### src/rtl/riscv_pipeline_ctrl_if.sv
// Hazard-controller port bundle: ID/EX/MEM hazard inputs in, stage controls out.
// slave = controller side, master = pipeline/testbench side.
interface riscv_pipeline_ctrl_if #(
  parameter int STALL_CNT_W = 16
);
  logic [4:0]             i_id_rs1;
  logic [4:0]             i_id_rs2;
  logic [1:0]             i_id_rs_used;
  logic [4:0]             i_ex_rd;
  logic                   i_ex_is_load;
  logic                   i_ex_br_taken;
  logic                   i_mem_req;
  logic                   i_dmem_ack;
  logic                   i_imem_rdy;
  logic                   o_pc_en;
  logic [3:0]             o_stage_en;
  logic [3:0]             o_stage_bubble;
  logic                   o_dmem_timeout;
  logic [STALL_CNT_W-1:0] o_stall_cnt;

  modport slave (
    input  i_id_rs1, i_id_rs2, i_id_rs_used, i_ex_rd, i_ex_is_load,
           i_ex_br_taken, i_mem_req, i_dmem_ack, i_imem_rdy,
    output o_pc_en, o_stage_en, o_stage_bubble, o_dmem_timeout, o_stall_cnt
  );

  modport master (
    output i_id_rs1, i_id_rs2, i_id_rs_used, i_ex_rd, i_ex_is_load,
           i_ex_br_taken, i_mem_req, i_dmem_ack, i_imem_rdy,
    input  o_pc_en, o_stage_en, o_stage_bubble, o_dmem_timeout, o_stall_cnt
  );
endinterface

### src/rtl/riscv_pipeline_ctrl.sv
// RV32I 5-stage hazard/sequencing controller: load-use stalls, branch flushes,
// data-memory waits with timeout, and a saturating stall-cycle counter.
module riscv_pipeline_ctrl #(
  parameter int TIMEOUT_CYCLES = 64,
  parameter int STALL_CNT_W    = 16
) (
  input  logic                  i_clk,
  input  logic                  i_rstn,
  riscv_pipeline_ctrl_if.slave  bus
);

  typedef enum logic {RUN = 1'b0, MEM_WAIT = 1'b1} state_e;

  localparam logic [7:0] TO_LAST = 8'(TIMEOUT_CYCLES - 1);

  state_e                 state_q, state_d;
  logic [7:0]             wcnt_q, wcnt_d;
  logic                   timeout_q, timeout_d;
  logic [STALL_CNT_W-1:0] stall_cnt_q, stall_cnt_d;

  logic       mem_stall, lu_hazard, fetch_stall;
  logic       pc_en;
  logic [3:0] stage_en, stage_bub;

  assign mem_stall   = ((state_q == MEM_WAIT) || bus.i_mem_req) && !bus.i_dmem_ack;
  assign lu_hazard   = bus.i_ex_is_load && (bus.i_ex_rd != 5'd0) &&
                       ((bus.i_id_rs_used[0] && (bus.i_id_rs1 == bus.i_ex_rd)) ||
                        (bus.i_id_rs_used[1] && (bus.i_id_rs2 == bus.i_ex_rd)));
  assign fetch_stall = !bus.i_imem_rdy;

  // Priority: memory wait > branch flush > load-use > fetch stall.
  // During a memory wait only MEM/WB advances, with a bubble so WB never repeats.
  always_comb begin
    pc_en     = 1'b1;
    stage_en  = 4'b1111;
    stage_bub = 4'b0000;
    if (!i_rstn) begin
      pc_en     = 1'b0;
      stage_en  = 4'b0000;
      stage_bub = 4'b1111;
    end else if (mem_stall) begin
      pc_en     = 1'b0;
      stage_en  = 4'b1000;
      stage_bub = 4'b1000;
    end else if (bus.i_ex_br_taken) begin
      stage_bub = 4'b0011;
    end else if (lu_hazard) begin
      pc_en     = 1'b0;
      stage_en  = 4'b1110;
      stage_bub = 4'b0010;
    end else if (fetch_stall) begin
      pc_en     = 1'b0;
      stage_bub = 4'b0001;
    end
  end

  always_comb begin
    state_d   = state_q;
    wcnt_d    = wcnt_q;
    timeout_d = timeout_q;
    case (state_q)
      RUN: begin
        if (bus.i_mem_req && !bus.i_dmem_ack) begin
          state_d = MEM_WAIT;
          wcnt_d  = 8'd0;
        end
      end
      MEM_WAIT: begin
        if (wcnt_q >= TO_LAST) timeout_d = 1'b1;
        if (wcnt_q != 8'hFF)   wcnt_d    = wcnt_q + 8'd1;
        if (bus.i_dmem_ack)    state_d   = RUN;
      end
      default: state_d = RUN;
    endcase
  end

  always_comb begin
    stall_cnt_d = stall_cnt_q;
    if (!pc_en && (stall_cnt_q != {STALL_CNT_W{1'b1}}))
      stall_cnt_d = stall_cnt_q + 1'b1;
  end

  always_ff @(posedge i_clk or negedge i_rstn) begin
    if (!i_rstn) begin
      state_q     <= RUN;
      wcnt_q      <= 8'd0;
      timeout_q   <= 1'b0;
      stall_cnt_q <= '0;
    end else begin
      state_q     <= state_d;
      wcnt_q      <= wcnt_d;
      timeout_q   <= timeout_d;
      stall_cnt_q <= stall_cnt_d;
    end
  end

  assign bus.o_pc_en        = pc_en;
  assign bus.o_stage_en     = stage_en;
  assign bus.o_stage_bubble = stage_bub;
  assign bus.o_dmem_timeout = timeout_q;
  assign bus.o_stall_cnt    = stall_cnt_q;

endmodule
### src/flat_wrapper.sv
// flat-port wrapper written by rule: the top's interface ports become plain ports
module riscv_pipeline_ctrl_flat 
#(
  parameter int TIMEOUT_CYCLES = 64,
  parameter int STALL_CNT_W    = 16
)
  (i_clk, i_rstn, bus_i_id_rs1, bus_i_id_rs2, bus_i_id_rs_used, bus_i_ex_rd, bus_i_ex_is_load, bus_i_ex_br_taken, bus_i_mem_req, bus_i_dmem_ack, bus_i_imem_rdy, bus_o_pc_en, bus_o_stage_en, bus_o_stage_bubble, bus_o_dmem_timeout, bus_o_stall_cnt);
  riscv_pipeline_ctrl_if #(.STALL_CNT_W(STALL_CNT_W)) bus_i ();
  input  logic i_clk;
  input  logic i_rstn;
  input wire logic [$bits(bus_i.i_id_rs1)-1:0] bus_i_id_rs1;
  input wire logic [$bits(bus_i.i_id_rs2)-1:0] bus_i_id_rs2;
  input wire logic [$bits(bus_i.i_id_rs_used)-1:0] bus_i_id_rs_used;
  input wire logic [$bits(bus_i.i_ex_rd)-1:0] bus_i_ex_rd;
  input wire logic [$bits(bus_i.i_ex_is_load)-1:0] bus_i_ex_is_load;
  input wire logic [$bits(bus_i.i_ex_br_taken)-1:0] bus_i_ex_br_taken;
  input wire logic [$bits(bus_i.i_mem_req)-1:0] bus_i_mem_req;
  input wire logic [$bits(bus_i.i_dmem_ack)-1:0] bus_i_dmem_ack;
  input wire logic [$bits(bus_i.i_imem_rdy)-1:0] bus_i_imem_rdy;
  output wire logic [$bits(bus_i.o_pc_en)-1:0] bus_o_pc_en;
  output wire logic [$bits(bus_i.o_stage_en)-1:0] bus_o_stage_en;
  output wire logic [$bits(bus_i.o_stage_bubble)-1:0] bus_o_stage_bubble;
  output wire logic [$bits(bus_i.o_dmem_timeout)-1:0] bus_o_dmem_timeout;
  output wire logic [$bits(bus_i.o_stall_cnt)-1:0] bus_o_stall_cnt;
  assign bus_i.i_id_rs1 = bus_i_id_rs1;
  assign bus_i.i_id_rs2 = bus_i_id_rs2;
  assign bus_i.i_id_rs_used = bus_i_id_rs_used;
  assign bus_i.i_ex_rd = bus_i_ex_rd;
  assign bus_i.i_ex_is_load = bus_i_ex_is_load;
  assign bus_i.i_ex_br_taken = bus_i_ex_br_taken;
  assign bus_i.i_mem_req = bus_i_mem_req;
  assign bus_i.i_dmem_ack = bus_i_dmem_ack;
  assign bus_i.i_imem_rdy = bus_i_imem_rdy;
  assign bus_o_pc_en = bus_i.o_pc_en;
  assign bus_o_stage_en = bus_i.o_stage_en;
  assign bus_o_stage_bubble = bus_i.o_stage_bubble;
  assign bus_o_dmem_timeout = bus_i.o_dmem_timeout;
  assign bus_o_stall_cnt = bus_i.o_stall_cnt;
  riscv_pipeline_ctrl #(.TIMEOUT_CYCLES(TIMEOUT_CYCLES), .STALL_CNT_W(STALL_CNT_W)) u_core (.i_clk(i_clk), .i_rstn(i_rstn), .bus(bus_i));
endmodule
### config.mk
export PLATFORM = sky130hd
export DESIGN_NAME = riscv_pipeline_ctrl_flat
export DESIGN_NICKNAME = d
export VERILOG_FILES = /design/src/rtl/riscv_pipeline_ctrl_if.sv /design/src/rtl/riscv_pipeline_ctrl.sv /design/src/flat_wrapper.sv
export SDC_FILE = /design/constraint.sdc
export NUM_CORES = 1
export LEC_CHECK = 0
export CAP_MARGIN = 20
export CORE_MARGIN = 10
export CORE_UTILIZATION = 36
export DETAILED_ROUTE_END_ITERATION = 10
export MAX_ROUTING_LAYER = met4
export PLACE_DENSITY_LB_ADDON = 0.25
export SLEW_MARGIN = 20
export SYNTH_ARGS = -nofsm -noshare
export SYNTH_HDL_FRONTEND = slang
export SYNTH_SLANG_ARGS = --single-unit
export TNS_END_PERCENT = 1
### constraint.sdc
create_clock -name i_clk -period 2.14 [get_ports i_clk]
set_clock_uncertainty 0.1 [all_clocks]
set_input_delay 0.428 -clock i_clk [delete_from_list [all_inputs] [get_ports i_clk]]
set_output_delay 0.428 -clock i_clk [all_outputs]
set_load 0.01 [all_outputs]
Word level (Yosys, flattened, before mapping):

Cells that the tools add are included.

* flip-flop bits (word level): 26
* latch bits: 0
* RAM bits: 0
* ROM bits: 0
* memories kept: 0

* $add $sub $neg: 2
* multipliers: 0
* div/mod/pow operators: 0
* magnitude comparators: 1
* eq/ne operators: 6
* shift operators: 0
* multiplexer cells: 20
* bitwise operators: 1
* reductions and logical operators: 14

Operators with widths (number)
* 4-bit two-way mux: 7
* 16-bit by 1-bit adder with 16-bit output, second input constant: 1
* 8-bit two-way mux: 2
* 16-bit != test, second input constant: 1
* 8-bit one-hot mux with 2 select lines: 1
* 5-bit equality test: 2
* 1-bit two-way mux: 9
* 8-bit by 1-bit adder with 8-bit output, second input constant: 1
* 8-bit by 6-bit >= comparator with 1-bit output, second input constant: 1
* 8-bit != test, second input constant: 1
* 1-bit logical AND: 7
* 5-bit nonzero test: 1
* 2-bit AND reduction: 2
* 1-bit zero test: 2
* 1-bit logical OR: 2
* 2-bit by 1-bit != test with 1-bit output, second input constant: 1
* 2-bit != test, second input constant: 1
* 1-bit one-hot mux with 2 select lines: 1
* 1-bit inverter: 1

Longest topological paths before layout:

* depth in word-level cells: 10
* mapped depth: 7
* gate-level depth less buffers: 7

Worst setup path before layout:

OpenSTA, ideal clock, no wires.

* kind: input-to-output
* start point: input port bus_i_ex_rd[0]
* end point: output port bus_o_pc_en
* data arrival time: 1724 ps
* data required time: 1612 ps
* setup slack: -112 ps
* cell stages on the path: 5
* cell sequence: or4_1 o21a_1 a31o_4 buf_6 nor2_1

* word-level cells in the longest chain between the ends: 8
* elaborated cells on any way between the ends: 12
* classes of those cells: eq/ne: 2; mux: 4; reduce/logical: 6

Ends and longest elaborated chain
* start: declaration: RTL line flat_wrapper.sv:14 `input wire logic [$bits(bus_i.i_ex_rd)-1:0] bus_i_ex_rd;`
* 5-bit equality test, on equally long branches: RTL line riscv_pipeline_ctrl.sv:27, riscv_pipeline_ctrl.sv:28
* 1-bit logical AND, on equally long branches: RTL line riscv_pipeline_ctrl.sv:27, riscv_pipeline_ctrl.sv:28
* 1-bit logical OR: RTL line riscv_pipeline_ctrl.sv:27 `((bus.i_id_rs_used[0] && (bus.i_id_rs1 == bus.i_ex_rd)) ||`
* 1-bit logical AND *: RTL line riscv_pipeline_ctrl.sv:26 `assign lu_hazard = bus.i_ex_is_load && (bus.i_ex_rd != 5'd0) &&`
* 1-bit two-way mux *: RTL line riscv_pipeline_ctrl.sv:47 `end else if (lu_hazard) begin`
* 1-bit two-way mux *: RTL line riscv_pipeline_ctrl.sv:45 `end else if (bus.i_ex_br_taken) begin`
* 1-bit two-way mux *: RTL line riscv_pipeline_ctrl.sv:41 `end else if (mem_stall) begin`
* 1-bit two-way mux *: RTL line riscv_pipeline_ctrl.sv:37 `if (!i_rstn) begin`
* end: declaration: RTL line flat_wrapper.sv:20 `output wire logic [$bits(bus_i.o_pc_en)-1:0] bus_o_pc_en;`

Mark *: on every way between the ends. The rest lies on a longest branch, timed or not.

Worst setup path after layout:

Ends and elaborated chain as after synthesis.

==> metrics.md <==
| Metric | Value |
|---|---|
| CP startpoint kind | `primary input` |
| Critical Path AT | `1.74 ns` |
| Crit Path Category | `primary input to output pin` |
| Clock Tree Root | `clkbuf_8` |
| Global-route wire length before repair | `6800 um` |
| Largest net degree at the start of global routing | `19` |
| Share of cells above drive strength 1 | `22.2%` |
| Via count | `1360` |
| Initial antenna violation count | `0` |
| Iter 0 DRT Violations | `57` |
| Failing checks | `negative setup slack` |
| Clk buf depth | `2` |
| Fin worst setup slack | `-0.129 ns` |
| Gate Count Post-Synth | `155` |
| Worst-Skew Late Latency | `0.27 ns` |
| Mean Syn Cell Area | `9.92 sq um` |
| RSZ-0062 raised after global routing | `true` |
| Wire per inst | `15.0 um` |
| Gr usage total | `11.3%` |
| Total Wirelength | `4060 um` |
| Min Tclk post-route | `2.27 ns` |
| Vias in the first global route | `1389` |
| DRT antenna net count | `0` |
| Pre-CTS setup slack | `-0.921 ns` |
| Cell area after synthesis | `1540 sq um` |
| Ys Warns | `0` |
| Max VDD drop | `0.488 mV` |
| Fill cells | `364` |
| N_diodes | `0` |
| Die W | `85.4 um` |
| Non-filler cells, final | `271` |
| Synth cell types | `34` |
| Req. time, crit path | `1.61 ns` |
| Maxcap violations | `0` |
| Fmax | `0.441 GHz` |
| Leakage power | `0.979 nW` |
| Die Y | `85.4 um` |
| Max H-tree Level | `1` |
| Clock transition at path regs | `0.09 ns` |
| P&R area growth vs syn | `46.6%` |
| Status | `finished with violations` |
| Mapped Nets | `181` |
| Fin nets | `248` |
| Die area | `7290 sq um` |
| Worst-margin pin slew | `0.328 ns` |
| Drt pass-1 iters | `4` |
| GRT overflow | `0` |
| Initial core utilization | `37.9%` |
| I/O pin count | `50` |
| # DRC | `0` |
| Cells after DPL | `265` |
| Final hold vios | `0` |
| Sequential area share after synthesis | `42.3%` |
| CP endpoint kind | `output pin` |
| PortBufs | `49` |
| Post-CTS Hold Buffers | `0` |
| CP max FO | `3` |
| Tcrit/Tclk final | `106%` |
| Power Density | `729 nW/um^2` |
| Number of clock sinks | `26` |
| Gp weighted congestion | `0.859` |
| Hold Crit Class | `primary input to async pin` |
| Placement row count | `23` |
| Hold WS | `0.322 ns` |
| CTS tree | `yes` |
| DR vias/cell | `5.02` |
| CTS buffer count | `3` |
| Hpwl dp | `3280 um` |
| Final slew viol count | `0` |
| Slew headroom | `78.1%` |
| Seq cells post-synth | `26` |
| Core Region | `4060 sq um` |
| Setup-failing EPs final | `5` |
cells by family (layout without fill, tap and decap cells):
family | Yosys count | in the layout | synth area share [%]
xor+xnor | 30 | 30 | 17.1
buf+inv | 13 | 79 | 4.23
fa+ha+maj | 2 | 2 | 1.63
mux | 1 | 1 | 0.732
flops | 26 | 26 | 42.3
simple gates | 54 | 54 | 18.3
compound gates | 29 | 29 | 15.7
path summary, 6_finish.rpt:
kind,startpoint,slack [ns],endpoint,cells past startpoint
min in group i_clk,u_core.bus.o_dmem_timeout,0.37,u_core.bus.o_dmem_timeout,1
max in group asynchronous,i_rstn,1.20,u_core.bus.o_stall_cnt[2],4
setup / recovery,bus_i_ex_rd[0],-0.13,bus_o_pc_en,6
setup reg to reg,u_core.bus.o_stall_cnt[0],0.20,u_core.bus.o_stall_cnt[4],7
hold reg to reg,u_core.bus.o_dmem_timeout,0.37,u_core.bus.o_dmem_timeout,1
hold / removal,i_rstn,0.32,u_core.bus.o_stall_cnt[10],3
report_power, final:
group,internal [mW],total (mW),leakage [nW],switching (mW)
combinational,0.315,0.550,0.603,0.235
sequential,0.588,0.689,0.340,0.101
clock,0.250,0.404,0.0357,0.154
registers in the layout (all words and copies together), names as in the netlist:
register                   flops
u_core.bus.o_dmem_timeout      1
u_core.bus.o_stall_cnt        16
u_core.state_q                 1
u_core.wcnt_q                  8
layout make-up:
type                    count  area, sq um  area share, %
repair buffers             67          583           25.9
clock buffers               3         41.3           1.83
well taps                  50         62.6           2.77
inverters                   8         30.0           1.33
flip-flops and latches     26          651           28.9
clock inverters             1         30.0           1.33
multi-input cells         116          857           38.0
per-stage QoR:
stage | cell area (sq um) | power, mW | util, % | TNS (ns)
after floorplan | 1550 | 0.950 | - | -0.0535
after global placement | 2180 | 1.24 | 53.8 | -13.25
after detailed placement | 2180 | 1.26 | 53.8 | -13.58
after CTS | 2230 | 1.66 | 55.1 | -0.556
after global routing | 2250 | 1.74 | 55.6 | -0.727
final | 2250 | 1.64 | 55.6 | -0.437
synthesized netlist by cell type:
cell type	number	area share [%]
buf_2	1	0.33
buf_4	2	0.98
ha_1	2	1.6
a31o_4	1	1.1
buf_1	1	0.24
inv_1	8	2.0
xor2_1	1	0.57
o21ai_2	3	1.7
nor3b_1	1	0.49
o2111ai_1	2	1.1
nor3_1	3	0.98
nand2b_1	1	0.41
o21ai_0	6	2.0
nand4_1	3	1.2
nand3b_1	2	0.98
xnor2_1	29	17
mux2_2	1	0.73
and4_1	1	0.57
and2_1	3	1.2
o211ai_1	4	2.0
and3_1	11	4.5
o22ai_1	2	0.81
nand2_1	11	2.7
or4_1	1	0.49
dfrtp_1	26	42
o211ai_2	6	4.9
nor2_1	11	2.7
or2_2	1	0.41
or3_1	1	0.41
o21a_1	1	0.49
o31ai_1	2	0.98
a21oi_1	2	0.65
buf_6	1	0.73
nand3_1	4	1.3
layer usage:
| metal | global-route usage, % | part of all wire (%) | vias up |
|---|---|---|---|
| li1 | - | - | 675 |
| met1 | 13.3 | 42 | 663 |
| met2 | 19.2 | 53 | 22 |
| met3 | 3.25 | 4.5 | 0 |
| met4 | 1.35 | 0 | 0 |
| met5 | - | 0 | - |
placed cells by master (no fill, tap or decap), drive strengths merged, types with 4 or more instances in the layout:
cell type / n
o21ai: 9
dlygate4sd2: 11
clkdlybuf4s50: 26
inv: 8
nor2: 11
nand3: 4
dfrtp: 26
o211ai: 10
and3: 11
xnor2: 29
nand2: 11
buf: 29
worst max-delay path, stage by stage:
cell	delay, ns
buf_8	0.10
or4_4	0.51
o21a_1	0.21
a31o_4	0.27
nor2_4	0.11
buf_6	0.10
repair_timing:
action,4_1_cts,5_1_grt
endpoints found under the setup margin,25,8
gates resized for setup,62,7
pin swaps,13,0
setup buffers,2,0
Note: power is estimated with default switching activity, not from simulation.
